### src/rtl/instr_mem_loader_pkg.sv
// Shared constants and types for the instruction memory loader.
// Word geometry, bytes per instruction and the loader FSM encoding.
package instr_mem_loader_pkg;

  localparam int WORD            = 32;
  localparam int INSTR_LEN       = 32;
  localparam int BYTES_PER_INSTR = 4;
  localparam int IDX_W           = $clog2(BYTES_PER_INSTR);

  typedef enum logic [1:0] {
    S_IDLE,
    S_COLLECT,
    S_WRITE,
    S_DONE
  } state_e;

endpackage

### src/rtl/instr_mem_loader_if.sv
// Byte-stream valid/ready channel feeding the loader.
// The host side is the master, the loader is the slave.
interface instr_mem_loader_if;

  logic       in_valid;
  logic [7:0] in_data;
  logic       in_last;
  logic       in_ready;

  modport master (
    output in_valid,
    output in_data,
    output in_last,
    input  in_ready
  );

  modport slave (
    input  in_valid,
    input  in_data,
    input  in_last,
    output in_ready
  );

endinterface

### src/rtl/instr_mem_loader_byte_packer.sv
// Little-endian byte assembler: collects bytes into one instruction.
// word is valid in the same cycle word_ready flags the final byte.
module instr_mem_loader_byte_packer
  import instr_mem_loader_pkg::*;
(
  input  logic                 clk,
  input  logic                 reset,
  input  logic                 clear,
  input  logic                 push,
  input  logic [7:0]           byte_in,
  output logic                 word_ready,
  output logic [INSTR_LEN-1:0] word
);

  localparam logic [IDX_W-1:0] LAST_IDX =
    IDX_W'(BYTES_PER_INSTR - 1);

  logic [IDX_W-1:0]     idx_q, idx_d;
  logic [INSTR_LEN-1:0] asm_q, asm_d;

  always_comb begin
    idx_d = idx_q;
    asm_d = asm_q;
    if (clear) begin
      idx_d = '0;
      asm_d = '0;
    end else if (push) begin
      asm_d[8*idx_q +: 8] = byte_in;
      idx_d = idx_q + IDX_W'(1);
    end
  end

  always_ff @(posedge clk) begin
    if (reset) begin
      idx_q <= '0;
      asm_q <= '0;
    end else begin
      idx_q <= idx_d;
      asm_q <= asm_d;
    end
  end

  // Top lane bypasses the register so the FSM can capture the word
  assign word_ready = push && (idx_q == LAST_IDX);
  assign word = {byte_in, asm_q[INSTR_LEN-9:0]};

endmodule

### src/rtl/instr_mem_loader.sv
// Streams bytes into instruction memory, one word write per instruction.
// Used to program the core's instruction store before releasing reset.
module instr_mem_loader
  import instr_mem_loader_pkg::*;
#(
  parameter int DEPTH = 1024,
  parameter int CNT_W = 11
) (
  input  logic                 clk,
  input  logic                 reset,
  input  logic                 start,
  input  logic [WORD-1:0]      base_addr,
  instr_mem_loader_if.slave    in_if,
  output logic                 wr_en,
  output logic [WORD-1:0]      wr_addr,
  output logic [INSTR_LEN-1:0] wr_data,
  output logic                 busy,
  output logic                 done,
  output logic                 error,
  output logic [CNT_W-1:0]     count
);

  state_e               state_q, state_d;
  logic [WORD-1:0]      addr_q, addr_d;
  logic [CNT_W-1:0]     count_q, count_d;
  logic                 err_q, err_d;
  logic                 last_q, last_d;
  logic [WORD-1:0]      wr_addr_q, wr_addr_d;
  logic [INSTR_LEN-1:0] wr_data_q, wr_data_d;

  logic                 push;
  logic                 pk_clear;
  logic                 word_ready;
  logic [INSTR_LEN-1:0] word;

  assign in_if.in_ready = (state_q == S_COLLECT);
  assign push = in_if.in_valid && in_if.in_ready;

  instr_mem_loader_byte_packer u_packer (
    .clk        (clk),
    .reset      (reset),
    .clear      (pk_clear),
    .push       (push),
    .byte_in    (in_if.in_data),
    .word_ready (word_ready),
    .word       (word)
  );

  always_comb begin
    state_d   = state_q;
    addr_d    = addr_q;
    count_d   = count_q;
    err_d     = err_q;
    last_d    = last_q;
    wr_addr_d = wr_addr_q;
    wr_data_d = wr_data_q;
    pk_clear  = 1'b0;
    unique case (state_q)
      S_IDLE, S_DONE: begin
        if (start) begin
          addr_d   = {base_addr[WORD-1:2], 2'b00};
          count_d  = '0;
          err_d    = 1'b0;
          pk_clear = 1'b1;
          state_d  = S_COLLECT;
        end
      end
      S_COLLECT: begin
        if (word_ready) begin
          wr_addr_d = addr_q;
          wr_data_d = word;
          last_d    = in_if.in_last;
          state_d   = S_WRITE;
        end else if (push && in_if.in_last) begin
          // Image ended mid-word: drop the fragment
          err_d    = 1'b1;
          pk_clear = 1'b1;
          state_d  = S_DONE;
        end
      end
      S_WRITE: begin
        addr_d  = addr_q + WORD'(BYTES_PER_INSTR);
        count_d = count_q + CNT_W'(1);
        if (last_q) begin
          err_d   = 1'b0;
          state_d = S_DONE;
        end else if (count_q == CNT_W'(DEPTH - 1)) begin
          err_d   = 1'b1;
          state_d = S_DONE;
        end else begin
          state_d = S_COLLECT;
        end
      end
    endcase
  end

  always_ff @(posedge clk) begin
    if (reset) begin
      state_q   <= S_IDLE;
      addr_q    <= '0;
      count_q   <= '0;
      err_q     <= 1'b0;
      last_q    <= 1'b0;
      wr_addr_q <= '0;
      wr_data_q <= '0;
    end else begin
      state_q   <= state_d;
      addr_q    <= addr_d;
      count_q   <= count_d;
      err_q     <= err_d;
      last_q    <= last_d;
      wr_addr_q <= wr_addr_d;
      wr_data_q <= wr_data_d;
    end
  end

  assign wr_en   = (state_q == S_WRITE);
  assign busy    = (state_q == S_COLLECT) || (state_q == S_WRITE);
  assign done    = (state_q == S_DONE);
  assign error   = err_q;
  assign count   = count_q;
  assign wr_addr = wr_addr_q;
  assign wr_data = wr_data_q;

endmodule

### src/flat_wrapper.sv
// flat-port wrapper written by rule: the top's interface ports become plain ports
module instr_mem_loader_flat import instr_mem_loader_pkg::*;
#(
  parameter int DEPTH = 1024,
  parameter int CNT_W = 11
)
  (clk, reset, start, base_addr, wr_en, wr_addr, wr_data, busy, done, error, count, in_if_in_valid, in_if_in_data, in_if_in_last, in_if_in_ready);
  instr_mem_loader_if in_if_i ();
  input  logic clk;
  input  logic reset;
  input  logic start;
  input  logic [WORD-1:0] base_addr;
  output logic wr_en;
  output logic [WORD-1:0] wr_addr;
  output logic [INSTR_LEN-1:0] wr_data;
  output logic busy;
  output logic done;
  output logic error;
  output logic [CNT_W-1:0] count;
  input wire logic [$bits(in_if_i.in_valid)-1:0] in_if_in_valid;
  input wire logic [$bits(in_if_i.in_data)-1:0] in_if_in_data;
  input wire logic [$bits(in_if_i.in_last)-1:0] in_if_in_last;
  output wire logic [$bits(in_if_i.in_ready)-1:0] in_if_in_ready;
  assign in_if_i.in_valid = in_if_in_valid;
  assign in_if_i.in_data = in_if_in_data;
  assign in_if_i.in_last = in_if_in_last;
  assign in_if_in_ready = in_if_i.in_ready;
  instr_mem_loader #(.DEPTH(DEPTH), .CNT_W(CNT_W)) u_core (.clk(clk), .reset(reset), .start(start), .base_addr(base_addr), .in_if(in_if_i), .wr_en(wr_en), .wr_addr(wr_addr), .wr_data(wr_data), .busy(busy), .done(done), .error(error), .count(count));
endmodule
### config.mk
export PLATFORM = sky130hd
export DESIGN_NAME = instr_mem_loader_flat
export DESIGN_NICKNAME = d
export VERILOG_FILES = /design/src/rtl/instr_mem_loader_pkg.sv /design/src/rtl/instr_mem_loader_if.sv /design/src/rtl/instr_mem_loader_byte_packer.sv /design/src/rtl/instr_mem_loader.sv /design/src/flat_wrapper.sv
export SDC_FILE = /design/constraint.sdc
export NUM_CORES = 1
export LEC_CHECK = 0
export ABC_AREA = 0
export ABC_CLOCK_PERIOD_IN_PS = 2200
export CORE_UTILIZATION = 42
export CTS_CLUSTER_SIZE = 30
export DETAILED_ROUTE_END_ITERATION = 12
export PLACE_DENSITY = 0.7
export SLEW_MARGIN = 5
export SYNTH_ARGS = -nofsm -noshare
export SYNTH_HDL_FRONTEND = slang
export SYNTH_SLANG_ARGS = --single-unit
### constraint.sdc
create_clock -name clk -period 2.2 [get_ports clk]
set_input_delay 0.44 -clock clk [delete_from_list [all_inputs] [get_ports clk]]
set_output_delay 0.44 -clock clk [all_outputs]
set_load 0.01 [all_outputs]
== After elaboration in Yosys (flattened, before gate mapping) ==
Cells that the tools add are included.

* Output and inout port bits: 80
* Memory bits (read-only): 0
* RAM bits: 0
* Bits in latches: 0
* Logic and storage cells: 58
* Memories: 0
* Bits of input ports: 45
* Register bits after elaboration: 145

* Bitwise logic cells: 0
* Muxes and demuxes: 21
* Add/sub/neg operators: 4
* Multipliers: 0
* Reduce and logical (&&, ||, !) cells: 12
* Divide/modulo/power cells: 0
* Equality and inequality tests: 10
* Shift-type cells: 2
* $lt $le $gt $ge: 0

{| class="wikitable"
|+ Operators with widths
! cell !! count
|-
| $pmux 32 s2 || 1
|-
| $neg 5->34 || 1
|-
| $shift 8x34->32 const A || 1
|-
| $shiftx 8x34->32 || 1
|-
| $add 32x3->32 const B || 1
|-
| $bwmux 32 || 1
|-
| $mux 32 || 1
|-
| $pmux 11 s2 || 1
|-
| $add 11x1->11 const B || 1
|-
| $eq 11x10->1 const B || 1
|-
| $mux 11 || 1
|-
| $mux 2 || 5
|-
| $mux 1 || 8
|-
| $eq 2x2->1 const B || 3
|-
| $ne 2x2->1 const B || 3
|-
| $pmux 2 s3 || 1
|-
| $reduce_and 2->1 || 3
|-
| $reduce_and 4->1 || 1
|-
| $reduce_or 2->1 || 2
|-
| $logic_and 1x1->1 || 3
|-
| $ne 3x1->1 const B || 1
|-
| $ne 3x3->1 const B || 1
|-
| $pmux 1 s3 || 1
|-
| $add 2x1->2 const B || 1
|-
| 5 further kinds || 5
|}

== Longest topological paths before layout ==
Gate-level depths: netlist (run 1).

* Depth after elaboration: 7
* Mapped depth: 9
* Mapped depth without buffers: 6

== Hierarchy ==
From an unflattened synthesis (run 1), not the netlist that was laid out.

* Cells, all modules: 792
* Area total of the unflattened synthesis: 6301.0 sq um

{| class="wikitable"
|+ By module, submodules not included
! module !! area each (sq um) !! cells each !! sequential area each (sq um) !! instances
|-
| instr_mem_loader || 5154.9 || 671 || 2142.1 || 1
|-
| instr_mem_loader_byte_packer || 1146.1 || 121 || 520.5 || 1
|}

== Least setup slack after synthesis (run 1) ==
OpenSTA, ideal clock, no wires.

* Kind: reg2reg
* Start: register u_core.state_q[0]
* End: register u_core.addr_q[18]
* Arrival: 1.992 ns
* Period minus slack after synthesis: 2.067 ns
* Path buffers: 1
* Stages on the path, launching flop included: 8
* Setup slack: 0.133 ns
* Required time: 2.126 ns
* Library setup time: 0.074 ns
* Path through: dfxtp_1 > inv_1 > ha_1 > buf_4 > mux2_2 > nand2_1 > or4b_2 > a31oi_1

* Word-level cells in the longest chain between the ends: 4
* Elaborated cells on any way between the ends: 8
* Classes of those cells: 3 x eq/ne; 1 x mux; 4 x reduce/logical

{| class="wikitable"
|+ RTL lines
! what !! RTL line !! source
|-
| start, declared || instr_mem_loader.sv:23 || <nowiki>state_e state_q, state_d;</nowiki>
|-
| start signal, assigned || instr_mem_loader.sv:107 || <nowiki>state_q <= state_d;</nowiki>
|-
| $eq 2x2->1 / $logic_not 2->1 (equally long branches) || instr_mem_loader.sv:58 || <nowiki>unique case (state_q)</nowiki>
|-
| $reduce_or 2->1 || instr_mem_loader.sv:58 ||
|-
| $ne 2x2->1 (no line) / $reduce_bool 2->1 (equally long branches) || -- ||
|-
| $reduce_and 2->1 (no line) || -- ||
|-
| end signal, assigned || instr_mem_loader.sv:108 || <nowiki>addr_q <= addr_d;</nowiki>
|-
| end, declared || instr_mem_loader.sv:24 || <nowiki>logic [WORD-1:0] addr_q, addr_d;</nowiki>
|}

Several ways; a longest one is shown, not always the timed one.
A chain may end at the register's enable or synchronous reset.

== Worst setup path in the final report (run 1) ==
* Start: register u_core.state_q[0]
* End: output port busy

* Word-level cells in the longest chain between the ends: 2
* Elaborated cells on any way between the ends: 3
* Classes of those cells: 2 x eq/ne; 1 x reduce/logical

{| class="wikitable"
|+ RTL lines
! what !! RTL line !! source
|-
| $eq 2x1->1 / $eq 2x2->1 (equally long branches) || instr_mem_loader.sv:118 || <nowiki>assign busy = (state_q == S_COLLECT) || (state_q == S_WRITE);</nowiki>
|-
| $logic_or 1x1->1 * || instr_mem_loader.sv:118 ||
|-
| end, declared || flat_wrapper.sv:16 || <nowiki>output logic busy;</nowiki>
|}

Every way passes the cells marked *; elsewhere a longest branch is shown, timed or not.

==> flow_metrics.py, run 1 <==
metrics = {
    "placement": {
        "gp_congestion": 0.8932,
        "pre_cts_slack_ns": 0.07983,
        "io_buffers": 120,
        "placed_cell_area_um2": 7627,
        "hpwlAfterDp_um": 12210,
    },
    "critical_path": {
        "crit_path_end_kind": "output pin",
        "crit_start": "u_core.state_q[0]",
        "reg2reg_depth": 7,
        "startpoint_type": "flop",
        "cp.arrival_ns": 1.63,
        "cp.required_ns": 1.76,
        "regToRegStartpoint": "u_core.state_q[0]",
        "worstSetupPathType": "reg2out",
        "crit_end": "busy",
        "r2r-end": "u_core.addr_q[11]",
        "path_max_fanout": 6,
        "rrSetupSlack_ns": 0.17,
    },
    "timing": {
        "tns_ns": 0,
        "rsz0062_at_grt": "false",
        "fmax_mhz": 483.4,
        "max_slew_margin_pct": 64.83,
        "hold_viol_final": 0,
        "setup_ws_ns": 0.1312,
        "tightest_slew_ns": 0.5256,
        "setup_viol": 0,
        "drv_slew": 0,
        "holdWs_ns": 0.3613,
        "finalCriticalPeriod_ns": 2.069,
        "min_period_over_period_pct": 94.04,
        "clock_skew_ns": 0.006038,
    },
    "logic_synthesis": {
        "synth-seq-area-share_pct": 43.97,
        "dominantRegCellSynth": "dfxtp_1",
        "syn-cell-area_um2": 6056,
        "synth_cells": 759,
        "avgSynthCellArea_um2": 7.979,
        "synthDistinctLibCells": 63,
        "yosys_register_bits": 133,
        "async_reset_ff_share_pct": 0,
        "synth-edff-count": 0,
        "ys.warnings.count": 0,
    },
    "floorplan": {
        "pin_count": 125,
        "fp.coreArea_um2": 13990,
        "rows": 43,
        "fp.dieH_um": 122.1,
        "initial_utilization_pct": 43.29,
        "die_w_um": 122.1,
        "dieArea_um2": 14900,
    },
    "clock_network": {
        "cts_hold_buf": 0,
        "path_clk_slew_ns": 0.06,
        "numCtsBuffers": 17,
        "cts.sinks": 133,
        "cts_max_path_buffers": 2,
        "clkLatencyLatePin_ns": 0.42,
        "cts_root_buffer": "clkbuf_16",
        "cts_tree": "done",
        "cts_resized": 5,
        "cts_htree_levels": 4,
        "post-cts-setup-buffers": 0,
    },
    "routing": {
        "drt-total-wl_um": 17590,
        "route.detailed.drc": 0,
        "drt_first_pass_iters": 5,
        "vias_per_cell": 5.644,
        "dr.first_iter.drc_count": 554,
        "postRouteAntennaNets": 0,
        "wire_per_inst_um": 16.44,
        "routed-via-count": 6039,
    },
    "power_and_ir_drop": {
        "p_sw_w": 0.002113,
        "swShare_pct": 30.24,
        "power_leakage_nw": 2.798,
        "combPwrFrac_pct": 19.9,
        "power_frac_seq_pct": 39.7,
        "irDropWorstVdd_mv": 0.5965,
        "clkPwrFrac_pct": 40.4,
        "intPower_w": 0.004876,
        "power_density_nw_per_um2": 848.6,
    },
    "min_path": {
        "hold_start": "reset",
        "hp-class": "in2reg",
    },
    "layout": {
        "antenna_cells": 0,
        "fin_area_um2": 8235,
        "layout-drive-gt1-share_pct": 10.11,
        "nNetsFinal": 933,
        "mostFrequentLayoutCells": "nand2_1 (153), dfxtp_1 (131), clkdlybuf4s50_1 (116), a21oi_1 (93), nor2_1 (50)",
        "area_delta_synth_final_pct": 35.99,
        "layout_commonest_cell": "nand2_1",
    },
    "global_route": {
        "grt_max_degree": 90,
        "antenna_found_initial": 0,
        "grt_first_pass_wirelength_um": 28460,
        "grt_pass1_vias": 5626,
        "grt_overflow": 0,
        "grt_use_total_pct": 24.64,
    },
    "flow_run": {
        "maxCapViolations": 0,
    },
    "status": {
        "status": "completed",
    },
}
-- power by group through the flow --
stage / combinational [W] / clock [W] / sequential, W
CTS: 0.00136 / 0.00286 / 0.00276
floorplan: 0.000880 / 0 / 0.00273
global route: 0.00152 / 0.00299 / 0.00279
detailed placement: 0.00137 / 0 / 0.00281
finish: 0.00139 / 0.00283 / 0.00277
global placement: 0.00133 / 0 / 0.00280
-- logic make-up after synthesis --
group                    Yosys count  share of synthesized area, %
AND/OR/NAND/NOR                  327                         26.12
adder cells (fa/ha/maj)           11                         2.273
flip-flops                       133                         43.97
multiplexers                      10                         1.694
XOR/XNOR                           7                         1.012
buffers and inverters             75                         5.041
other                              1                       0.06192
AO/OA/AOI/OAI                    195                         19.84
-- metrics by stage --
step / utilization (%) / instances / power (W)
2_1_floorplan: - / 760 / 0.003607
3_3_place_gp: 54.53 / 1038 / 0.004130
3_5_place_dp: 54.53 / 1038 / 0.004179
4_1_cts: 58.77 / 1070 / 0.006986
5_1_grt: 58.87 / 1070 / 0.007294
6_report: 58.87 / 1070 / 0.006989
-- worst max-delay path, cell delays in order, from the launching register on --
cell and delay, ns:
dfxtp_2 0.36, inv_1 0.07, ha_2 0.38, inv_1 0.09
dlygate4sd2_1 0.30
-- sequential cells by signal (all words and copies together), names as in the netlist --
name,count
u_core.u_packer.asm_q,24
u_core.last_q,1
u_core.error,1
u_core.u_packer.idx_q,2
u_core.count,11
u_core.wr_data,32
u_core.addr_q,30
u_core.state_q,2
u_core.wr_addr,30
-- cells in the mapped netlist, types with 3 or more instances --
cell type  count  area (um^2)
nor3_1        18        90.09
a31oi_1        6        37.54
nor2_1        50        187.7
xnor2_1        3        26.28
nand4_1       17        106.4
o311ai_0       3        26.28
and4_1         4        35.03
o21ai_0       18        90.09
nor4_1        14        87.58
o221ai_1       3        26.28
inv_1         15        56.30
o21a_1         4        30.03
a21o_1         4        30.03
a311oi_1       4        35.03
buf_2          8        40.04
or3_1          6        37.54
a211oi_1       6        45.04
nand3_1       22        110.1
o211ai_1       4        30.03
and3_1        10        62.56
clkbuf_1      44        165.2
nand3_2        3        30.03
a21oi_1       93        465.5
buf_1          3        11.26
nor2b_1        6        37.54
ha_1          11        137.6
and2_1         5        31.28
mux2i_1        8        80.08
a22oi_1       31        232.7
nand2_1      153        574.3
xor2_1         4        35.03
dfxtp_1      133         2663
o31ai_1        4        30.03
buf_4          3        22.52
-- final cells by class --
| class | count | area [um^2] |
|---|---|---|
| fill | 1258 | 5753 |
| multi-input combinational | 552 | 3115 |
| sequential | 133 | 2665 |
| timing repair buffer | 158 | 1582 |
| clock buffer | 18 | 439.2 |
| tap | 180 | 225.2 |
| clock inverter | 14 | 152.6 |
| inverter | 15 | 56.30 |
-- layer usage --
| metal | up-vias | part of all wire, % | GRT usage, % |
|---|---|---|---|
| met5 | - | 0 | 0 |
| met4 | 0 | 1.9 | 9.756 |
| met3 | 22 | 5.8 | 5.337 |
| met2 | 215 | 46 | 37.99 |
| met1 | 2859 | 46 | 33.38 |
| li1 | 2943 | - | - |
-- how the worst min path moves through the flow --
stage                                    end  slack [ns]  depth (start not counted)
after floorplan            u_core.wr_data[0]        0.43                          2
after global placement    u_core.wr_data[18]        0.44                          2
after detailed placement  u_core.wr_data[17]        0.45                          2
after CTS                 u_core.wr_addr[31]        0.35                          2
after global routing      u_core.wr_addr[31]        0.35                          2
final                     u_core.wr_addr[31]        0.36                          2
No activity file was read; power rests on OpenSTA's default activity.
==> inputs of run 2 (changes only) <==
--- a/config.mk
+++ b/config.mk
@@ -10,6 +10,7 @@
 export CORE_UTILIZATION = 42
 export CTS_CLUSTER_SIZE = 30
 export DETAILED_ROUTE_END_ITERATION = 12
+export GPL_TIMING_DRIVEN = 0
 export PLACE_DENSITY = 0.7
 export SLEW_MARGIN = 5
 export SYNTH_ARGS = -nofsm -noshare
==> run 2 against run 1 <==
Against the previous run:
- non-clock buffer count increased by 20
- wire length increased by 5.9%
- clock power decreased by 2%
- cell count increased by 1.9%
- power decreased by 1.0%
==> flow_metrics.py, run 2 (synthesized netlist as in run 1, its figures left out) <==
metrics = {
    "clock_network": {
        "clkLatencyLatePin_ns": 0.43,
        "cts.sinks": 133,
        "cts_htree_levels": 4,
        "cts_tree": "done",
        "numCtsBuffers": 17,
        "cts_root_buffer": "clkbuf_16",
        "cts_hold_buf": 0,
        "path_clk_slew_ns": 0.06,
        "cts_max_path_buffers": 2,
    },
    "min_path": {
        "hp-class": "in2reg",
        "hold-path-cell-count": 3,
    },
    "timing": {
        "finalCriticalPeriod_ns": 2.147,
        "rsz0062_at_grt": "true",
        "tns_ns": 0,
        "max_slew_margin_pct": 55.17,
        "clock_skew_ns": 0.01048,
        "setup_viol": 0,
        "holdWs_ns": 0.3832,
        "tightest_slew_ns": 0.6724,
        "min_period_over_period_pct": 97.57,
        "hold_viol_final": 0,
        "setup_ws_ns": 0.05343,
        "fmax_mhz": 465.9,
        "drv_slew": 0,
    },
    "global_route": {
        "grt_overflow": 0,
        "grt_max_degree": 17,
        "grt_use_total_pct": 25.49,
        "grt_pass1_vias": 5553,
        "grt_first_pass_wirelength_um": 29010,
        "antenna_found_initial": 0,
    },
    "routing": {
        "dr.first_iter.drc_count": 597,
        "drt-total-wl_um": 18630,
        "drt_first_pass_iters": 5,
        "vias_per_cell": 5.680,
        "wl_met1_um": 8319,
        "route.detailed.drc": 0,
        "routed-via-count": 6191,
        "wl_met2_um": 8479,
        "wire_per_inst_um": 17.09,
        "wl_met3_um": 1353,
        "postRouteAntennaNets": 0,
        "top_layer_used": "met4",
    },
    "layout": {
        "stdcell_count": 1090,
        "layout_commonest_cell": "nand2_1",
        "mostFrequentLayoutCells": "nand2_1 (153), dfxtp_1 (132), clkdlybuf4s50_1 (118), a21oi_1 (93), nor2_1 (50)",
        "antenna_cells": 0,
        "nNetsFinal": 953,
        "area_delta_synth_final_pct": 35.02,
        "layout-drive-gt1-share_pct": 10.22,
        "fillers": 1320,
        "largest_register_ffs": 32,
    },
    "critical_path": {
        "r2r-end": "u_core.addr_q[18]",
        "path_max_fanout": 9,
        "startpoint_type": "flop",
        "reg2reg_depth": 7,
        "cp.arrival_ns": 1.71,
        "crit_path_end_kind": "output pin",
        "worstSetupPathType": "reg2out",
        "crit_end": "busy",
        "cp.required_ns": 1.76,
        "rrSetupSlack_ns": 0.07,
        "crit_start": "u_core.state_q[0]",
        "regToRegStartpoint": "u_core.state_q[0]",
    },
    "floorplan": {
        "pin_count": 125,
        "fp.dieH_um": 122.1,
        "die_w_um": 122.1,
        "dieArea_um2": 14900,
        "fp.coreArea_um2": 13990,
        "rows": 43,
        "initial_utilization_pct": 43.29,
    },
    "placement": {
        "dp.cells": 1059,
        "io_buffers": 119,
        "pre_cts_slack_ns": -0.3612,
        "gp_congestion": 0.9037,
        "hpwlAfterDp_um": 12800,
    },
    "power_and_ir_drop": {
        "irDropWorstVdd_mv": 0.5590,
        "power_leakage_nw": 2.769,
        "combPwrFrac_pct": 20.5,
        "intPower_w": 0.004730,
        "clkPwrFrac_pct": 39.9,
        "power_density_nw_per_um2": 846.0,
        "power_frac_seq_pct": 39.6,
        "swShare_pct": 31.62,
        "power.total_w": 0.006917,
        "p_sw_w": 0.002187,
    },
    "flow_run": {
        "maxCapViolations": 0,
    },
    "status": {
        "status": "completed",
    },
}
-- run 2: area by class of cell --
type,count,area (um^2),share of cell area (%)
Multi-Input combinational cell,552,3172,38.79
Sequential cell,133,2664,32.58
Timing Repair Buffer,121,1205,14.74
Clock buffer,19,452.9,5.539
Buffer,57,277.8,3.397
Tap cell,180,225.2,2.754
Clock inverter,13,123.9,1.515
Inverter,15,56.30,0.6886
-- run 2: power groups by stage --
stage	Combinational, W	Sequential [W]	Clock, W
global placement	0.00130	0.00277	0
global route	0.00154	0.00276	0.00288
CTS	0.00135	0.00273	0.00279
finish	0.00142	0.00274	0.00276
floorplan	0.000880	0.00273	0
detailed placement	0.00131	0.00278	0
-- run 2: worst max-delay path, stage by stage (launching register included) --
cell and delay [ns]:
dfxtp_2 0.35, inv_1 0.06, ha_1 0.28, buf_4 0.17, inv_1 0.10, dlygate4sd2_1 0.31
-- run 2: timing repair --
item	4_1_cts	5_1_grt
gates resized for setup	19	37
buffers inserted	2	0
endpoints found under the setup margin	112	124
pin swaps	0	1
-- run 2: through the flow --
step | instance area (um^2) | utilization (%)
CTS | 8113 | 58.00
global route | 8177 | 58.45
floorplan | 6060 | -
finish | 8177 | 58.45
detailed placement | 7476 | 53.44
global placement | 7476 | 53.44
-- run 2: how the worst min path moves through the flow --
stage	slack (ns)	end	startpoint
finish	0.38	u_core.u_packer.idx_q[1]	in_if_in_valid
global route	0.40	u_core.u_packer.idx_q[1]	in_if_in_valid
CTS	0.37	u_core.u_packer.idx_q[1]	in_if_in_valid
detailed placement	0.45	u_core.wr_data[21]	u_core.wr_data[21]
global placement	0.44	u_core.wr_data[29]	u_core.wr_data[29]
floorplan	0.43	u_core.wr_data[0]	u_core.u_packer.asm_q[0]
-- run 2: metal layers --
metal,track usage [%],vias to the layer above
li1,-,2982
met1,33.81,2918
met2,39.65,254
met3,6.086,37
met4,10.37,0
met5,0,-
==> inputs of run 3 (changes only) <==
==> constraint.sdc (replaced) <==
create_clock -name clk -period 2.2 [get_ports clk]
set_input_delay 0.44 -clock clk [delete_from_list [all_inputs] [get_ports clk]]
set_output_delay 0.44 -clock clk [all_outputs]
set_load 0.05 [all_outputs]
==> run 3 against run 2 <==
Against the previous run:
- highest routed layer unchanged
- largest power group is now registers
- sequential share of layout area increased by 0.29 points
- wire length decreased by 2.0%
- critical endpoint is now u_core.u_packer.asm_q[3]
- non-clock buffer count increased by 1
- critical path type is now reg2reg
- register-to-register slack about the same
==> flow_metrics.py, run 3 (synthesized netlist as in run 1, its figures left out) <==
metrics = {
    "power_and_ir_drop": {
        "clkPwrFrac_pct": 38.4,
        "p_sw_w": 0.002202,
        "irDropWorstVdd_mv": 0.5523,
        "intPower_w": 0.004617,
        "combPwrFrac_pct": 21.4,
        "swShare_pct": 32.30,
        "power_density_nw_per_um2": 840.9,
        "power_leakage_nw": 2.719,
        "power_frac_seq_pct": 40.2,
    },
    "min_path": {
        "hold_start": "in_if_in_valid",
        "whs_endpoint": "u_core.u_packer.idx_q[1]",
        "hp-class": "in2reg",
        "hold-path-cell-count": 3,
    },
    "timing": {
        "min_period_over_period_pct": 97.45,
        "tns_ns": 0,
        "rsz0062_at_grt": "true",
        "max_slew_margin_pct": 47.15,
        "tightest_slew_ns": 0.7863,
        "clock_skew_ns": 0.006648,
        "drv_slew": 0,
        "setup_viol": 0,
        "finalCriticalPeriod_ns": 2.144,
        "fmax_mhz": 466.4,
        "hold_viol_final": 0,
    },
    "critical_path": {
        "cp_top_family": "simple AND/OR/NAND/NOR gates",
        "r2r-end": "u_core.u_packer.asm_q[3]",
        "reg2reg_depth": 7,
        "worst-path-buf-inv": 2,
        "crit_path_end_kind": "flop",
        "cp.arrival_ns": 2.50,
        "regToRegStartpoint": "u_core.state_q[1]",
        "startpoint_type": "flop",
        "crit_path_cell_trace": "inv_1 > ha_1 > buf_2 > nand3_1 > nor4b_2 > a22oi_1 > nor2_1",
        "cp.required_ns": 2.56,
        "critPathSlowestCell": "nor4b_2",
        "crit_start": "u_core.state_q[1]",
        "cpPeakStageDelay_ns": 0.73,
        "worstSetupPathType": "reg2reg",
        "rrSetupSlack_ns": 0.06,
        "path_max_fanout": 9,
    },
    "layout": {
        "layout_commonest_cell": "nand2_1",
        "stdcell_count": 1089,
        "area_delta_synth_final_pct": 33.91,
        "antenna_cells": 0,
        "nNetsFinal": 954,
        "largest_register_ffs": 32,
        "layout-drive-gt1-share_pct": 9.681,
        "mostFrequentLayoutCells": "nand2_1 (153), dfxtp_1 (131), clkdlybuf4s50_1 (115), a21oi_1 (93), nor2_1 (50)",
    },
    "global_route": {
        "grt_max_degree": 17,
        "grt_use_total_pct": 25.17,
        "antenna_found_initial": 0,
        "grt_pass1_vias": 5383,
        "grt_first_pass_wirelength_um": 28570,
        "grt_overflow": 0,
    },
    "routing": {
        "drt-total-wl_um": 18260,
        "postRouteAntennaNets": 0,
        "routed-via-count": 6044,
        "dr.first_iter.drc_count": 462,
        "vias_per_cell": 5.550,
        "route.detailed.drc": 0,
        "wire_per_inst_um": 16.77,
        "drt_first_pass_iters": 7,
    },
    "placement": {
        "gp_congestion": 0.9339,
        "io_buffers": 119,
        "hpwlAfterDp_um": 12890,
        "dp.cells": 1059,
    },
    "clock_network": {
        "numCtsBuffers": 17,
        "cts_root_buffer": "clkbuf_16",
        "cts_tree": "done",
        "cts_hold_buf": 0,
        "cts.sinks": 133,
        "path_clk_slew_ns": 0.06,
        "cts_htree_levels": 4,
        "clkLatencyLatePin_ns": 0.43,
        "cts_max_path_buffers": 2,
    },
    "floorplan": {
        "rows": 43,
        "fp.dieH_um": 122.1,
        "pin_count": 125,
        "initial_utilization_pct": 43.29,
        "dieArea_um2": 14900,
        "die_w_um": 122.1,
        "fp.coreArea_um2": 13990,
    },
    "flow_run": {
        "maxCapViolations": 0,
    },
    "status": {
        "status": "completed",
    },
}
[run 3: cell types whose count changed in the layout (fill, tap and decap cells not counted), sizes merged]
| cell | change |
|---|---|
| clkbuf | -3 |
| clkinv | +2 |
| clkdlybuf4s50 | -3 |
| buf | +3 |
| dlygate4sd2 | +2 |
| inv | -2 |
[run 3: routing by layer]
| metal | vias to the layer above | GRT usage, % | wire length [um] |
|---|---|---|---|
| met2 | 232 | 38.03 | 8197 |
| met5 | - | 0 | 0 |
| met3 | 34 | 4.682 | 1260 |
| met4 | 0 | 10.21 | 420 |
| met1 | 2795 | 35.11 | 8384 |
| li1 | 2983 | - | - |
[run 3: metrics by stage]
| stage | hold slack [ns] | total power, W | util, % | cell area, um^2 | worst slack [ns] |
|---|---|---|---|---|---|
| after detailed placement | 0.4461 | 0.004175 | 53.55 | 7491 | -0.3649 |
| after floorplan | 0.4324 | 0.003699 | - | 6075 | 0.03066 |
| after global placement | 0.4406 | 0.004166 | 53.55 | 7491 | -0.3868 |
| after CTS | 0.3742 | 0.006787 | 57.58 | 8055 | 0.006191 |
| after global routing | 0.4304 | 0.007097 | 57.97 | 8109 | -0.1546 |
| final | 0.3886 | 0.006819 | 57.97 | 8109 | 0.05606 |
[run 3: layout make-up]
| type | count | area, um^2 |
|---|---|---|
| plain buffers | 58 | 271.5 |
| clock buffers | 17 | 425.4 |
| clock inverters | 13 | 112.6 |
| fillers | 1349 | 5879 |
| inverters | 15 | 56.30 |
| multi-input cells | 552 | 3156 |
| flip-flops and latches | 133 | 2665 |
| well taps | 180 | 225.2 |
| repair buffers | 121 | 1197 |
[run 3: how the worst max path moves through the flow]
stage | end | slack (ns) | depth (start not counted)
final | u_core.u_packer.asm_q[3] | 0.06 | 7
after detailed placement | u_core.addr_q[6] | -0.36 | 7
after floorplan | u_core.u_packer.asm_q[0] | 0.03 | 7
after global placement | u_core.addr_q[6] | -0.39 | 7
after CTS | u_core.addr_q[22] | 0.006 | 5
after global routing | u_core.u_packer.asm_q[10] | -0.15 | 6
[run 3: timing repair]
action | in CTS | in global routing
setup buffers | 2 | 0
resized for setup | 18 | 35
endpoints found under the setup margin | 99 | 125
pin swaps | 0 | 0
[run 3: tightest hold or removal path, stage by stage]
cell and delay (ns):
buf_2 0.17, nand3_1 0.10, a21oi_1 0.05
[run 3: power groups by stage]
| stage | clock network (W) | logic, W | registers [W] |
|---|---|---|---|
| 2_1_floorplan | 0 | 0.000961 | 0.00274 |
| 3_3_place_gp | 0 | 0.00139 | 0.00278 |
| 3_5_place_dp | 0 | 0.00139 | 0.00278 |
| 4_1_cts | 0.00264 | 0.00142 | 0.00273 |
| 5_1_grt | 0.00274 | 0.00159 | 0.00276 |
| 6_report | 0.00262 | 0.00146 | 0.00274 |
